### src/rtl/ldpc_cnu_serial_if.sv
// Handshake bundle between a variable-node source, the serial check-node
// unit and the downstream VPU lanes. The master modport is the side that
// drives messages in and accepts results. The slave modport is the CNU.
interface ldpc_cnu_serial_if #(
    parameter int LLR_WIDTH = 8,
    parameter int IDX_WIDTH = 5
);
    logic                 in_valid;
    logic                 in_ready;
    logic [LLR_WIDTH-1:0] in_llr;
    logic                 out_valid;
    logic                 out_ready;
    logic [LLR_WIDTH-1:0] out_llr;
    logic [IDX_WIDTH-1:0] out_idx;
    logic                 out_last;

    modport master (
        output in_valid, in_llr, out_ready,
        input  in_ready, out_valid, out_llr, out_idx, out_last
    );

    modport slave (
        input  in_valid, in_llr, out_ready,
        output in_ready, out_valid, out_llr, out_idx, out_last
    );
endinterface

### src/rtl/ldpc_cnu_serial.sv
// Serial offset min-sum check-node unit. Each frame has ROW_WEIGHT
// variable-to-check LLRs. An accumulator bank tracks min1/min2/min_idx and
// the signs while a frame streams in. A separate output bank replays the
// previous frame as ROW_WEIGHT check-to-variable messages, so consecutive
// rows overlap without bubbles. A completed frame that cannot move to a busy
// output bank is parked in the accumulator (HOLD) with input stalled.
module ldpc_cnu_serial #(
    parameter int ROW_WEIGHT = 24,
    parameter int LLR_WIDTH  = 8,
    parameter int OFFSET     = 1,
    parameter int IDX_WIDTH  = 5
) (
    input  logic              clk,
    input  logic              rst_n,
    ldpc_cnu_serial_if.slave  bus
);
    localparam logic [LLR_WIDTH-1:0] MAG_MAX  = {1'b0, {(LLR_WIDTH-1){1'b1}}};
    localparam logic [LLR_WIDTH-1:0] MOST_NEG = {1'b1, {(LLR_WIDTH-1){1'b0}}};
    localparam logic [LLR_WIDTH-1:0] OFF_V    = LLR_WIDTH'(OFFSET);
    localparam logic [IDX_WIDTH-1:0] LAST_IDX = IDX_WIDTH'(ROW_WEIGHT - 1);

    typedef enum logic {ST_ACC, ST_HOLD} acc_state_t;

    acc_state_t r_state;
    acc_state_t w_state_next;

    // accumulator bank
    logic [IDX_WIDTH-1:0]  r_count;
    logic [LLR_WIDTH-1:0]  r_min1;
    logic [LLR_WIDTH-1:0]  r_min2;
    logic [IDX_WIDTH-1:0]  r_min_idx;
    logic                  r_sign_acc;
    logic [ROW_WEIGHT-1:0] r_signs;

    // output bank
    logic                  r_bank_valid;
    logic [IDX_WIDTH-1:0]  r_out_idx;
    logic [LLR_WIDTH-1:0]  r_b_min1;
    logic [LLR_WIDTH-1:0]  r_b_min2;
    logic [IDX_WIDTH-1:0]  r_b_min_idx;
    logic                  r_b_sign_acc;
    logic [ROW_WEIGHT-1:0] r_b_signs;

    // accumulator values including the message being accepted this cycle
    logic                  w_accept;
    logic                  w_sign;
    logic [LLR_WIDTH-1:0]  w_mag;
    logic [LLR_WIDTH-1:0]  w_upd_min1;
    logic [LLR_WIDTH-1:0]  w_upd_min2;
    logic [IDX_WIDTH-1:0]  w_upd_min_idx;
    logic                  w_upd_sign_acc;
    logic [ROW_WEIGHT-1:0] w_upd_signs;

    // frame hand-over between banks
    logic                  w_frame_done;
    logic                  w_out_fire;
    logic                  w_out_last;
    logic                  w_bank_free;
    logic                  w_load;
    logic                  w_acc_clear;
    logic [LLR_WIDTH-1:0]  w_src_min1;
    logic [LLR_WIDTH-1:0]  w_src_min2;
    logic [IDX_WIDTH-1:0]  w_src_min_idx;
    logic                  w_src_sign_acc;
    logic [ROW_WEIGHT-1:0] w_src_signs;

    // output datapath
    logic                  w_sel_sign;
    logic                  w_out_sign;
    logic [LLR_WIDTH-1:0]  w_m;
    logic [LLR_WIDTH-1:0]  w_m_off;

    assign bus.in_ready = (r_state == ST_ACC);
    assign w_accept     = bus.in_valid & (r_state == ST_ACC);
    assign w_sign       = bus.in_llr[LLR_WIDTH-1];
    // the most negative code has no positive twin, so clamp it
    assign w_mag        = (bus.in_llr == MOST_NEG) ? MAG_MAX :
                          (w_sign ? -bus.in_llr : bus.in_llr);

    // strict compare keeps the earliest index on ties; an equal value lands in min2
    always_comb begin
        w_upd_min1     = r_min1;
        w_upd_min2     = r_min2;
        w_upd_min_idx  = r_min_idx;
        w_upd_sign_acc = r_sign_acc ^ w_sign;
        if (w_mag < r_min1) begin
            w_upd_min2    = r_min1;
            w_upd_min1    = w_mag;
            w_upd_min_idx = r_count;
        end else if (w_mag < r_min2) begin
            w_upd_min2 = w_mag;
        end
    end

    // sign of the incoming message lands at the current row position
    generate
        for (genvar gi = 0; gi < ROW_WEIGHT; gi++) begin : g_sign_store
            assign w_upd_signs[gi] = (r_count == IDX_WIDTH'(gi)) ? w_sign : r_signs[gi];
        end
    endgenerate

    assign w_frame_done = w_accept & (r_count == LAST_IDX);
    assign w_out_fire   = r_bank_valid & bus.out_ready;
    assign w_out_last   = r_bank_valid & (r_out_idx == LAST_IDX);
    assign w_bank_free  = ~r_bank_valid | (w_out_fire & w_out_last);

    // a parked frame already sits in the accumulator registers; otherwise the
    // frame includes the message completing it this cycle
    assign w_src_min1     = (r_state == ST_HOLD) ? r_min1     : w_upd_min1;
    assign w_src_min2     = (r_state == ST_HOLD) ? r_min2     : w_upd_min2;
    assign w_src_min_idx  = (r_state == ST_HOLD) ? r_min_idx  : w_upd_min_idx;
    assign w_src_sign_acc = (r_state == ST_HOLD) ? r_sign_acc : w_upd_sign_acc;
    assign w_src_signs    = (r_state == ST_HOLD) ? r_signs    : w_upd_signs;

    // accumulator state register
    always_ff @(posedge clk or negedge rst_n) begin
        if (!rst_n) begin
            r_state <= ST_ACC;
        end else begin
            r_state <= w_state_next;
        end
    end

    // next state plus bank transfer / accumulator clear strobes
    always_comb begin
        w_state_next = r_state;
        w_load       = 1'b0;
        w_acc_clear  = 1'b0;
        case (r_state)
            ST_ACC: begin
                if (w_frame_done) begin
                    if (w_bank_free) begin
                        w_load      = 1'b1;
                        w_acc_clear = 1'b1;
                    end else begin
                        w_state_next = ST_HOLD;
                    end
                end
            end
            ST_HOLD: begin
                if (w_bank_free) begin
                    w_load       = 1'b1;
                    w_acc_clear  = 1'b1;
                    w_state_next = ST_ACC;
                end
            end
            default: w_state_next = ST_ACC;
        endcase
    end

    // accumulator: fold in each accepted message, restart after a hand-over
    always_ff @(posedge clk or negedge rst_n) begin
        if (!rst_n) begin
            r_count    <= '0;
            r_min1     <= MAG_MAX;
            r_min2     <= MAG_MAX;
            r_min_idx  <= '0;
            r_sign_acc <= 1'b0;
            r_signs    <= '0;
        end else if (w_acc_clear) begin
            r_count    <= '0;
            r_min1     <= MAG_MAX;
            r_min2     <= MAG_MAX;
            r_min_idx  <= '0;
            r_sign_acc <= 1'b0;
            r_signs    <= '0;
        end else if (w_accept) begin
            r_count    <= (r_count == LAST_IDX) ? '0 : r_count + 1'b1;
            r_min1     <= w_upd_min1;
            r_min2     <= w_upd_min2;
            r_min_idx  <= w_upd_min_idx;
            r_sign_acc <= w_upd_sign_acc;
            r_signs    <= w_upd_signs;
        end
    end

    // output bank: a load wins over retiring the last beat so frames chain with no bubble
    always_ff @(posedge clk or negedge rst_n) begin
        if (!rst_n) begin
            r_bank_valid <= 1'b0;
            r_out_idx    <= '0;
            r_b_min1     <= '0;
            r_b_min2     <= '0;
            r_b_min_idx  <= '0;
            r_b_sign_acc <= 1'b0;
            r_b_signs    <= '0;
        end else if (w_load) begin
            r_bank_valid <= 1'b1;
            r_out_idx    <= '0;
            r_b_min1     <= w_src_min1;
            r_b_min2     <= w_src_min2;
            r_b_min_idx  <= w_src_min_idx;
            r_b_sign_acc <= w_src_sign_acc;
            r_b_signs    <= w_src_signs;
        end else if (w_out_fire) begin
            if (w_out_last) begin
                r_bank_valid <= 1'b0;
                r_out_idx    <= '0;
            end else begin
                r_out_idx <= r_out_idx + 1'b1;
            end
        end
    end

    // pick the stored sign of the position being emitted
    always_comb begin
        w_sel_sign = 1'b0;
        for (int k = 0; k < ROW_WEIGHT; k++) begin
            if (r_out_idx == IDX_WIDTH'(k)) begin
                w_sel_sign = r_b_signs[k];
            end
        end
    end

    // extrinsic magnitude minus offset (floored at zero), then apply the extrinsic sign
    always_comb begin
        w_m        = (r_out_idx == r_b_min_idx) ? r_b_min2 : r_b_min1;
        w_m_off    = (w_m > OFF_V) ? (w_m - OFF_V) : '0;
        w_out_sign = r_b_sign_acc ^ w_sel_sign;
    end

    assign bus.out_llr   = w_out_sign ? -w_m_off : w_m_off;
    assign bus.out_valid = r_bank_valid;
    assign bus.out_idx   = r_out_idx;
    assign bus.out_last  = w_out_last;

endmodule

### src/flat_wrapper.sv
// flat-port wrapper written by rule: the top's interface ports become plain ports
module ldpc_cnu_serial_flat 
#(
    parameter int ROW_WEIGHT = 24,
    parameter int LLR_WIDTH  = 8,
    parameter int OFFSET     = 1,
    parameter int IDX_WIDTH  = 5
)
  (clk, rst_n, bus_in_valid, bus_in_llr, bus_out_ready, bus_in_ready, bus_out_valid, bus_out_llr, bus_out_idx, bus_out_last);
  ldpc_cnu_serial_if #(.LLR_WIDTH(LLR_WIDTH), .IDX_WIDTH(IDX_WIDTH)) bus_i ();
  input  logic clk;
  input  logic rst_n;
  input wire logic [$bits(bus_i.in_valid)-1:0] bus_in_valid;
  input wire logic [$bits(bus_i.in_llr)-1:0] bus_in_llr;
  input wire logic [$bits(bus_i.out_ready)-1:0] bus_out_ready;
  output wire logic [$bits(bus_i.in_ready)-1:0] bus_in_ready;
  output wire logic [$bits(bus_i.out_valid)-1:0] bus_out_valid;
  output wire logic [$bits(bus_i.out_llr)-1:0] bus_out_llr;
  output wire logic [$bits(bus_i.out_idx)-1:0] bus_out_idx;
  output wire logic [$bits(bus_i.out_last)-1:0] bus_out_last;
  assign bus_i.in_valid = bus_in_valid;
  assign bus_i.in_llr = bus_in_llr;
  assign bus_i.out_ready = bus_out_ready;
  assign bus_in_ready = bus_i.in_ready;
  assign bus_out_valid = bus_i.out_valid;
  assign bus_out_llr = bus_i.out_llr;
  assign bus_out_idx = bus_i.out_idx;
  assign bus_out_last = bus_i.out_last;
  ldpc_cnu_serial #(.ROW_WEIGHT(ROW_WEIGHT), .LLR_WIDTH(LLR_WIDTH), .OFFSET(OFFSET), .IDX_WIDTH(IDX_WIDTH)) u_core (.clk(clk), .rst_n(rst_n), .bus(bus_i));
endmodule
### config.mk
export PLATFORM = sky130hd
export DESIGN_NAME = ldpc_cnu_serial_flat
export DESIGN_NICKNAME = d
export VERILOG_FILES = /design/src/rtl/ldpc_cnu_serial_if.sv /design/src/rtl/ldpc_cnu_serial.sv /design/src/flat_wrapper.sv
export SDC_FILE = /design/constraint.sdc
export NUM_CORES = 1
export LEC_CHECK = 0
export BUFFER_PORTS_ARGS = -buffer_cell sky130_fd_sc_hd__buf_2
export CELL_PAD_IN_SITES_DETAIL_PLACEMENT = 0
export CELL_PAD_IN_SITES_GLOBAL_PLACEMENT = 1
export CORE_MARGIN = 3
export CORE_UTILIZATION = 35
export CTS_CLUSTER_DIAMETER = 40
export DETAILED_ROUTE_END_ITERATION = 10
export GPL_TIMING_DRIVEN = 0
export PLACE_DENSITY_LB_ADDON = 0.1
export SETUP_SLACK_MARGIN = 0.2
export SYNTH_ARGS = -nofsm -noshare
export SYNTH_HDL_FRONTEND = slang
export SYNTH_SLANG_ARGS = --single-unit
### constraint.sdc
create_clock -name clk -period 4.4 [get_ports clk]
set_clock_uncertainty 0.05 [all_clocks]
set_input_delay 0.22 -clock clk [delete_from_list [all_inputs] [get_ports clk]]
set_output_delay 0.22 -clock clk [all_outputs]
set_load 0.02 [all_outputs]
==> reports/results.txt, run 1 <==
The final critical-path required period was 3980 ps; the largest driver fanout on the critical path was 10. In the layout the commonest cells are 113 x sky130_fd_sc_hd__nand2_1, 89 x sky130_fd_sc_hd__dfrtp_1, 82 x sky130_fd_sc_hd__a21oi_1. The maximum ir drop on the vdd rail was 225 uV; the synthesized area per cell was 8.51 sq um. Counting flops with an async set or reset pin after synthesis yields a share of 100%. Buffers placed on the I/O ports in this run total 27. TritonCTS built the clock tree. The critical path goes through buf_2 -> xnor2_1 -> nand3_2 -> nor2_4 -> buf_4 -> mux2i_2 -> ha_1 -> clkbuf_4 -> nand2_1 -> mux2i_2 -> xor2_1 -> nand4_1 -> o311a_1 -> xnor2_1 -> buf_2. The post-route netlist has 13.1% of its cells at a drive strength greater than 1. The number of instances in the placed design was 1053.

The number of DRC violations after detailed-routing iteration 0 came out at 420. Number of warning messages in the yosys log: 0. Dividing the detail-routed via count by the number of cells gives 5.47. For this design the ratio of total power to cell area is 685 nW/um^2. The startpoint type of the worst setup path was a flip-flop.

Compared with the post-synthesis result, the final layout area differs by 12.7%. The number of distinct library cells after synthesis came out at 68. STA classifies the critical path endpoint as an output port. Ranked by total cell area, the synthesized netlist is headed by sky130_fd_sc_hd__dfrtp_1 33%, sky130_fd_sc_hd__mux2i_1 7.3%, sky130_fd_sc_hd__nand2_1 6.3%.

In the synthesized netlist the dominant register cell turns out to be sky130_fd_sc_hd__dfrtp_1. The count of maximum capacitance violations was 0; the starting density of the core was 35.8%. The tools report the number of antenna violations at the first check in global routing as 0. The clock root buffer is sky130_fd_sc_hd__clkbuf_16. The floorplan has 50 rows. The peak per-stage delay on the critical path is 370 ps. In this run the worst hold path is classified as in2reg. Timing analysis after detailed placement gives a worst setup slack of 380 ps. Summed over all instances, the cell type with the most area after synthesis is sky130_fd_sc_hd__dfrtp_1. The die is 145 um tall. The total inserted antenna cells was 0. Core outline area: 18800 sq um. The flow ran to the end, and the final reports show no timing, DRC or antenna violations.

The number of CTS-inserted buffers is 9, and the share of synthesized area occupied by flip-flops and latches is 38.9%. The finished layout holds 1073 standard cells, fillers aside. For the critical path required time, the log shows 4130 ps.

The number of search-and-repair iterations in the first detailed-routing pass was 5. Among all stages on the critical path, the largest delay is contributed by sky130_fd_sc_hd__dfrtp_1. Once detailed placement completed, the half-perimeter wirelength came to 14900 um. The leakage power of the design is 3.43 nW, and the final estimated routing congestion in global placement is 0.855.

The via count of the first global-routing pass was 5566. For the pin with the worst max-slew slack, the measured transition is 911 ps. Cell count after synthesis: 791. The routed layout has 5873 vias. The total congestion overflow after global routing came out at 0.

Setup repair after global routing left no endpoint under its margin. The final number of setup-violating endpoints was 0. The signal arrival time at the worst endpoint is 3710 ps, and the average detailed-routed wire length per instance is 18.3 um. In this run the cell area of the synthesized design comes to 6730 sq um.

Setup slack closes at 420 ps. The logs give 251 MHz for the maximum frequency from static timing analysis and 874 for the post-layout net count. Entering global routing, the biggest net connects 65 pins. In the final timing run, aggregate negative setup slack is 0 ps. The utilization after layout was 40.4%; the count of flip-flops with a built-in enable after synthesis was 0.

The clock network latency to the later pin of the worst-skew pair is 360 ps, and the proportion of netlist area held by the largest area contributor is 33.5%. The synthesis-stage register bit count was 104; the number of levels the H-tree was split into was 3. Leaving out fill and tap cells, the most frequent cell in the layout is sky130_fd_sc_hd__nand2_1. For this design, the sink count on the clock tree is 104. In the routed design, unresolved DRC markers number 0. The count of endpoints failing hold in the final timing report is 0. The total routing usage reported by global routing came out at 19.5%. The headroom to the max-slew limit is 39.3%, and the final-report max-slew violation count is 0. From left edge to right edge, the die measures 145 um. Clock-pin slew was measured on the worst setup and hold paths at 70 ps. The first global-routing pass estimated 31700 um of wire.

The number of nets in the synthesized netlist is 831. The critical path in this run is classified as reg2out. In this run the count of I/O pins placed on the die edge is 28. The fraction of the cycle the final worst path needs is 90.5%, and the number of buffers on the longest clock path is 2. The total routed wirelength is 19700 um. The detail route stage leaves a number of antenna-violating nets equal to 0. The die covers 20900 sq um.
-- what timing repair did --
action | in CTS | in global routing
setup endpoints to repair | 3 | 7
hold buffers | 1 | 0
endpoints found under the hold margin | 26 | 0
cloned | 0 | 0
pin swaps | 0 | 3
buffers inserted | 0 | 3
resized for setup | 3 | 14
-- cell usage after synthesis, types with 3 or more instances --
master and count:
sky130_fd_sc_hd__dfrtp_1 90, sky130_fd_sc_hd__mux2i_1 49, sky130_fd_sc_hd__buf_6 3, sky130_fd_sc_hd__nor2b_1 15, sky130_fd_sc_hd__a211oi_2 4, sky130_fd_sc_hd__buf_2 14
sky130_fd_sc_hd__o32ai_1 4, sky130_fd_sc_hd__a311oi_1 4, sky130_fd_sc_hd__o211ai_1 5, sky130_fd_sc_hd__o21ai_0 30, sky130_fd_sc_hd__o31ai_1 3, sky130_fd_sc_hd__nand4_1 3
sky130_fd_sc_hd__nand3_1 34, sky130_fd_sc_hd__and3_1 8, sky130_fd_sc_hd__nor3_1 18, sky130_fd_sc_hd__nor2_1 66, sky130_fd_sc_hd__o21a_1 7, sky130_fd_sc_hd__o22ai_1 6
sky130_fd_sc_hd__nand2b_1 6, sky130_fd_sc_hd__clkbuf_1 27, sky130_fd_sc_hd__o21ai_1 20, sky130_fd_sc_hd__a21o_1 5, sky130_fd_sc_hd__dfstp_2 14, sky130_fd_sc_hd__nand3b_1 4
sky130_fd_sc_hd__a21boi_0 4, sky130_fd_sc_hd__xnor2_1 17, sky130_fd_sc_hd__a2bb2oi_1 5, sky130_fd_sc_hd__a22o_1 6, sky130_fd_sc_hd__inv_1 36, sky130_fd_sc_hd__ha_1 28
sky130_fd_sc_hd__a221oi_1 4, sky130_fd_sc_hd__and2_1 5, sky130_fd_sc_hd__buf_1 3, sky130_fd_sc_hd__a21oi_1 82, sky130_fd_sc_hd__xor2_1 7, sky130_fd_sc_hd__a31oi_1 5
sky130_fd_sc_hd__nand2_1 113
-- cell families (layout without fill, tap and decap cells) --
kind of cell    after synthesis  after routing  synth area share (%)
compound gates              209            209                  19.4
xor+xnor                     24             24                  3.12
fa+ha+maj                    28             28                  5.21
buf+inv                      85            133                  5.64
flops                       104            104                  38.9
mux                          50             50                  7.46
simple gates                291            291                  20.3
-- path summary, 6_finish.rpt --
check	startpoint	to	slack, ps	cells after the start
setup / recovery	u_core.bus.out_idx[3]	bus_out_llr[7]	420	15
hold / removal	bus_out_ready	u_core.bus.out_idx[2]	130	3
setup reg to reg	u_core.bus.out_idx[1]	u_core.r_b_signs[20]	1140	8
hold reg to reg	u_core.r_min_idx[4]	u_core.r_min_idx[4]	450	1
max in group asynchronous	rst_n	u_core.r_signs[21]	3220	3
min in group asynchronous	rst_n	u_core.r_b_min1[2]	360	2
-- worst max-delay path: cells and delay by family (launching register included) --
kind                     cells  cell delay (ps)
XOR/XNOR                     3              590
buffers and inverters        4              790
AND/OR/NAND/NOR              4              600
multiplexers                 2              470
AO/OA/AOI/OAI                1              330
adder cells (fa/ha/maj)      1              210
flip-flops                   1              370
-- layer usage --
layer / global-route usage (%) / up-vias / wire [um]
li1: - / 2855 / -
met1: 30.8 / 2867 / 10300
met2: 27.7 / 132 / 8290
met3: 2.48 / 19 / 772
met4: 5.55 / 0 / 308
met5: 0 / - / 0
-- metrics by stage --
| stage | cell area, sq um | hold WS (ps) | power [mW] |
|---|---|---|---|
| after floorplan | 6730 | -126 | 3.50 |
| after global placement | 7160 | 433 | 4.20 |
| after detailed placement | 7190 | 220 | 4.27 |
| after CTS | 7510 | 122 | 5.14 |
| after global routing | 7580 | 153 | 5.58 |
| final | 7580 | 133 | 5.20 |
-- final cells by class --
cell class                      instances  area [sq um]
Buffer                                 49           249
Multi-Input combinational cell        602          3780
Clock buffer                            9           225
Sequential cell                       104          2620
Fill cell                            1939         11200
Timing Repair Buffer                   32           198
Tap cell                              234           293
Inverter                               36           135
Clock inverter                          7          78.8
-- flip-flops by register name, summed over array words and instances (netlist names) --
| name | count |
|---|---|
| u_core.bus.out_valid | 1 |
| u_core.r_min1 | 8 |
| u_core.r_signs | 24 |
| u_core.r_b_min2 | 8 |
| u_core.r_b_sign_acc | 1 |
| u_core.r_sign_acc | 1 |
| u_core.bus.out_idx | 5 |
| u_core.r_min_idx | 5 |
| u_core.r_min2 | 8 |
| u_core.r_state | 1 |
| u_core.r_b_signs | 24 |
| u_core.r_b_min1 | 8 |
| u_core.r_b_min_idx | 5 |
| u_core.r_count | 5 |
-- report_power, final --
| part | internal, mW | switching [mW] | total (mW) |
|---|---|---|---|
| Sequential | 1.34 | 0.272 | 1.61 |
| Clock | 0.447 | 0.397 | 0.844 |
| Combinational | 1.08 | 1.66 | 2.74 |
| Total | 2.87 | 2.33 | 5.20 |
No activity file was read; power rests on OpenSTA's default activity.
==> run 2, diff against run 1 <==
--- a/config.mk
+++ b/config.mk
@@ -10,6 +10,7 @@
 export CELL_PAD_IN_SITES_GLOBAL_PLACEMENT = 1
 export CORE_MARGIN = 3
 export CORE_UTILIZATION = 35
+export CTS_BUF_LIST = sky130_fd_sc_hd__clkbuf_4 sky130_fd_sc_hd__clkbuf_8
 export CTS_CLUSTER_DIAMETER = 40
 export DETAILED_ROUTE_END_ITERATION = 10
 export GPL_TIMING_DRIVEN = 0
==> run 2 against run 1 <==
- via count hardly changed
- critical endpoint unchanged
- clock power is 25% lower
- wire length is 0.24% lower
- utilization is 0.58 points lower
- first-iteration DRC count is 2.9% higher
- sequential cell count stayed put
- global-route usage hardly changed
- final cell count stayed put
==> reports/results.txt, run 2 (synthesis results as in run 1) <==
The final non-filler cell area was 7470 sq um (-1.4%); the total inserted antenna cells was 0 (unchanged). The fraction of the cycle the final worst path needs was 90.2% (-0.28 points). The starting density of the core came out at 35.8% (unchanged). Clock tree synthesis selected as its root buffer the cell sky130_fd_sc_hd__clkbuf_8. The logs give 218 uV (-3.0%) for the maximum ir drop on the vdd rail and 4130 ps (about the same) for the critical path required time.

The DRC violation count after routing is 0 (unchanged). The core outline area was 18800 sq um (unchanged). The maximum frequency from static timing analysis is 252 MHz (+0.31%). The most congested layer reported by global routing was met1. The run gives 28.0% (+0.32 points) as the met2 usage in global routing. The number of DRC violations after detailed-routing iteration 0 is 432 (+2.9%).

The total power came out at 4.98 mW (-4.1%). For the total routing usage reported by global routing, the log shows 19.5% (+0.030 points). The tools report the number of rows in the core area as 50 (unchanged). Clock slew seen by the registers of the worst setup and hold paths: 100 ps (+30 ps).

The total vias in the final route was 5871 (-0.034%); the post-layout net count was 874 (unchanged). TritonCTS built the clock tree. For the final HPWL from detailed placement, the log shows 14900 um (unchanged). The run gives 20900 sq um (unchanged) as the area of the die.

The startpoint identified for the worst register-to-register timing path is u_core.bus.out_idx[1]. Setup repair after global routing could not meet its margin everywhere. The library cells used most frequently in the layout, excluding fill and tap cells, are 113 x sky130_fd_sc_hd__nand2_1, 89 x sky130_fd_sc_hd__dfrtp_1, 82 x sky130_fd_sc_hd__a21oi_1.

The power per cell area is 666 nW/um^2 (-2.7%). The logs give 40.5% (+1.2 points) for the headroom to the max-slew limit and 3.27% (+0.79 points) for the global routing usage on met3. The tools report the clock network latency to the later pin of the worst-skew pair as 390 ps (+30 ps). The source of the worst hold timing path is bus_out_ready. The logs give 3 (unchanged) for the number of levels the H-tree was split into and 9 (unchanged) for the number of CTS-inserted buffers. The logs give 1945 (+0.31%) for the layout filler cell count and 28 (unchanged) for the I/O pin total.

The number of antenna violations at the first check in global routing is 0 (unchanged), and the signal arrival time at the worst endpoint is 3700 ps (about the same). The setup path with the least slack is of type reg2out. The largest registers in the layout are u_core.r_b_signs x24, u_core.r_signs x24. The via density per instance is 5.47 (about the same). The met1 track demand over resource in global routing was 30.8% (about the same); the via count of the first global-routing pass was 5587 (+0.38%).

The wire length of the first global-routing pass was 31800 um (+0.20%); the leakage power of the design was 3.39 nW (-1.4%). The final number of setup-violating endpoints is 0 (unchanged), and the final-layout worst hold slack is 102 ps (-31.2 ps). The x dimension of the die came out at 145 um (unchanged). The most critical setup path has its startpoint at u_core.bus.out_idx[2]. The tools report the final estimated routing congestion in global placement as 0.855 (unchanged). The number of search-and-repair iterations in the first detailed-routing pass was 5 (unchanged). The utilization after layout was 39.8% (-0.58 points). The largest driver fanout on the critical path is 10 (unchanged).

The proportion of layout cells with a drive suffix above 1 works out to 13.0% (-0.12 points). The tools report the placed cell area as 7190 sq um (unchanged). Final critical-path required period: 3970 ps (-12.2 ps). The tools report the post-detailed-route count of antenna-violating nets as 0 (unchanged). The die height was 145 um (unchanged); the total routed wirelength was 19600 um (-0.24%). Setup TNS: 0 ps (unchanged). The total congestion overflow after global routing was 0 (unchanged). The logs give 65 (unchanged) for the largest net degree at the start of global routing and 104 (unchanged) for the clock sink total. The count of endpoints failing hold in the final timing report was 0 (unchanged). The signed area change from the synthesized netlist to the final layout came out at 11.1%. The worst setup path is launched from a flip-flop. The tools report the number of buffers on the longest clock path as 2 (unchanged). In this run the worst hold path is classified as in2reg. The average detailed-routed wire length per instance was 18.3 um (-0.24%).

The count of buffers from port buffering is 27 (unchanged). The flow ran to the end, and the final reports show no timing, DRC or antenna violations. Actual slew at the worst max-slew pin: 893 ps (-17.9 ps).

Leaving out fill and tap cells, the most frequent cell in the layout is sky130_fd_sc_hd__nand2_1. The tools report the final-report max-slew violation count as 0 (unchanged). The kind of end point of the critical path is an output port. Count of maximum capacitance violations: 0 (unchanged).
run 2: area by class of cell:
class,instances,area (sq um),area share [%]
Buffer,49,249,3.33
Timing Repair Buffer,32,198,2.64
Clock inverter,7,78.8,1.05
Sequential cell,104,2620,35.1
Tap cell,234,293,3.92
Clock buffer,9,124,1.66
Inverter,36,135,1.81
Multi-Input combinational cell,602,3780,50.5
run 2: critical path: stages, from the launching register on:
cell and delay, ps:
sky130_fd_sc_hd__dfrtp_1 380, sky130_fd_sc_hd__buf_2 180, sky130_fd_sc_hd__xnor2_1 220, sky130_fd_sc_hd__nand3_2 160, sky130_fd_sc_hd__nor2_4 160, sky130_fd_sc_hd__buf_4 200
sky130_fd_sc_hd__mux2i_2 250, sky130_fd_sc_hd__ha_1 210, sky130_fd_sc_hd__clkbuf_4 200, sky130_fd_sc_hd__nand2_1 80, sky130_fd_sc_hd__mux2i_2 220, sky130_fd_sc_hd__xor2_1 220
sky130_fd_sc_hd__nand4_1 170, sky130_fd_sc_hd__o311a_1 330, sky130_fd_sc_hd__xnor2_1 160, sky130_fd_sc_hd__buf_2 190
run 2: metal layers:
layer / wire length (um) / vias up
met4: 167 / 0
met3: 935 / 15
met2: 8300 / 144
li1: - / 2856
met1: 10200 / 2856
met5: 0 / -
run 2: through the flow:
| step | setup WS, ps | cells |
|---|---|---|
| after floorplan | 778 | 791 |
| after global placement | 414 | 1052 |
| after detailed placement | 380 | 1053 |
| after CTS | 256 | 1072 |
| after global routing | 153 | 1073 |
| final | 432 | 1073 |
run 2: where the power goes:
group / internal [mW] / leakage (nW) / total (mW) / switching [mW]
sequential: 1.34 / 1.31 / 1.61 / 0.272
clock: 0.268 / 0.0925 / 0.632 / 0.364
combinational: 1.08 / 1.99 / 2.74 / 1.66
run 2: repair_timing:
item	in CTS	in global routing
setup buffers	2	1
gates resized for setup	4	12
setup endpoints to repair	4	7
pin swaps	1	2
hold buffers	1	0
endpoints found under the hold margin	26	0
run 2: final timing paths:
| kind | end | slack [ps] | cells past startpoint |
|---|---|---|---|
| max reg2reg | u_core.r_b_signs[19] | 1150 | 8 |
| min | u_core.bus.out_idx[2] | 100 | 3 |
| min in group asynchronous | u_core.r_b_min1[2] | 330 | 2 |
| max | bus_out_llr[7] | 430 | 15 |
| max in group asynchronous | u_core.r_signs[8] | 3250 | 3 |
| min reg2reg | u_core.r_min_idx[4] | 460 | 1 |
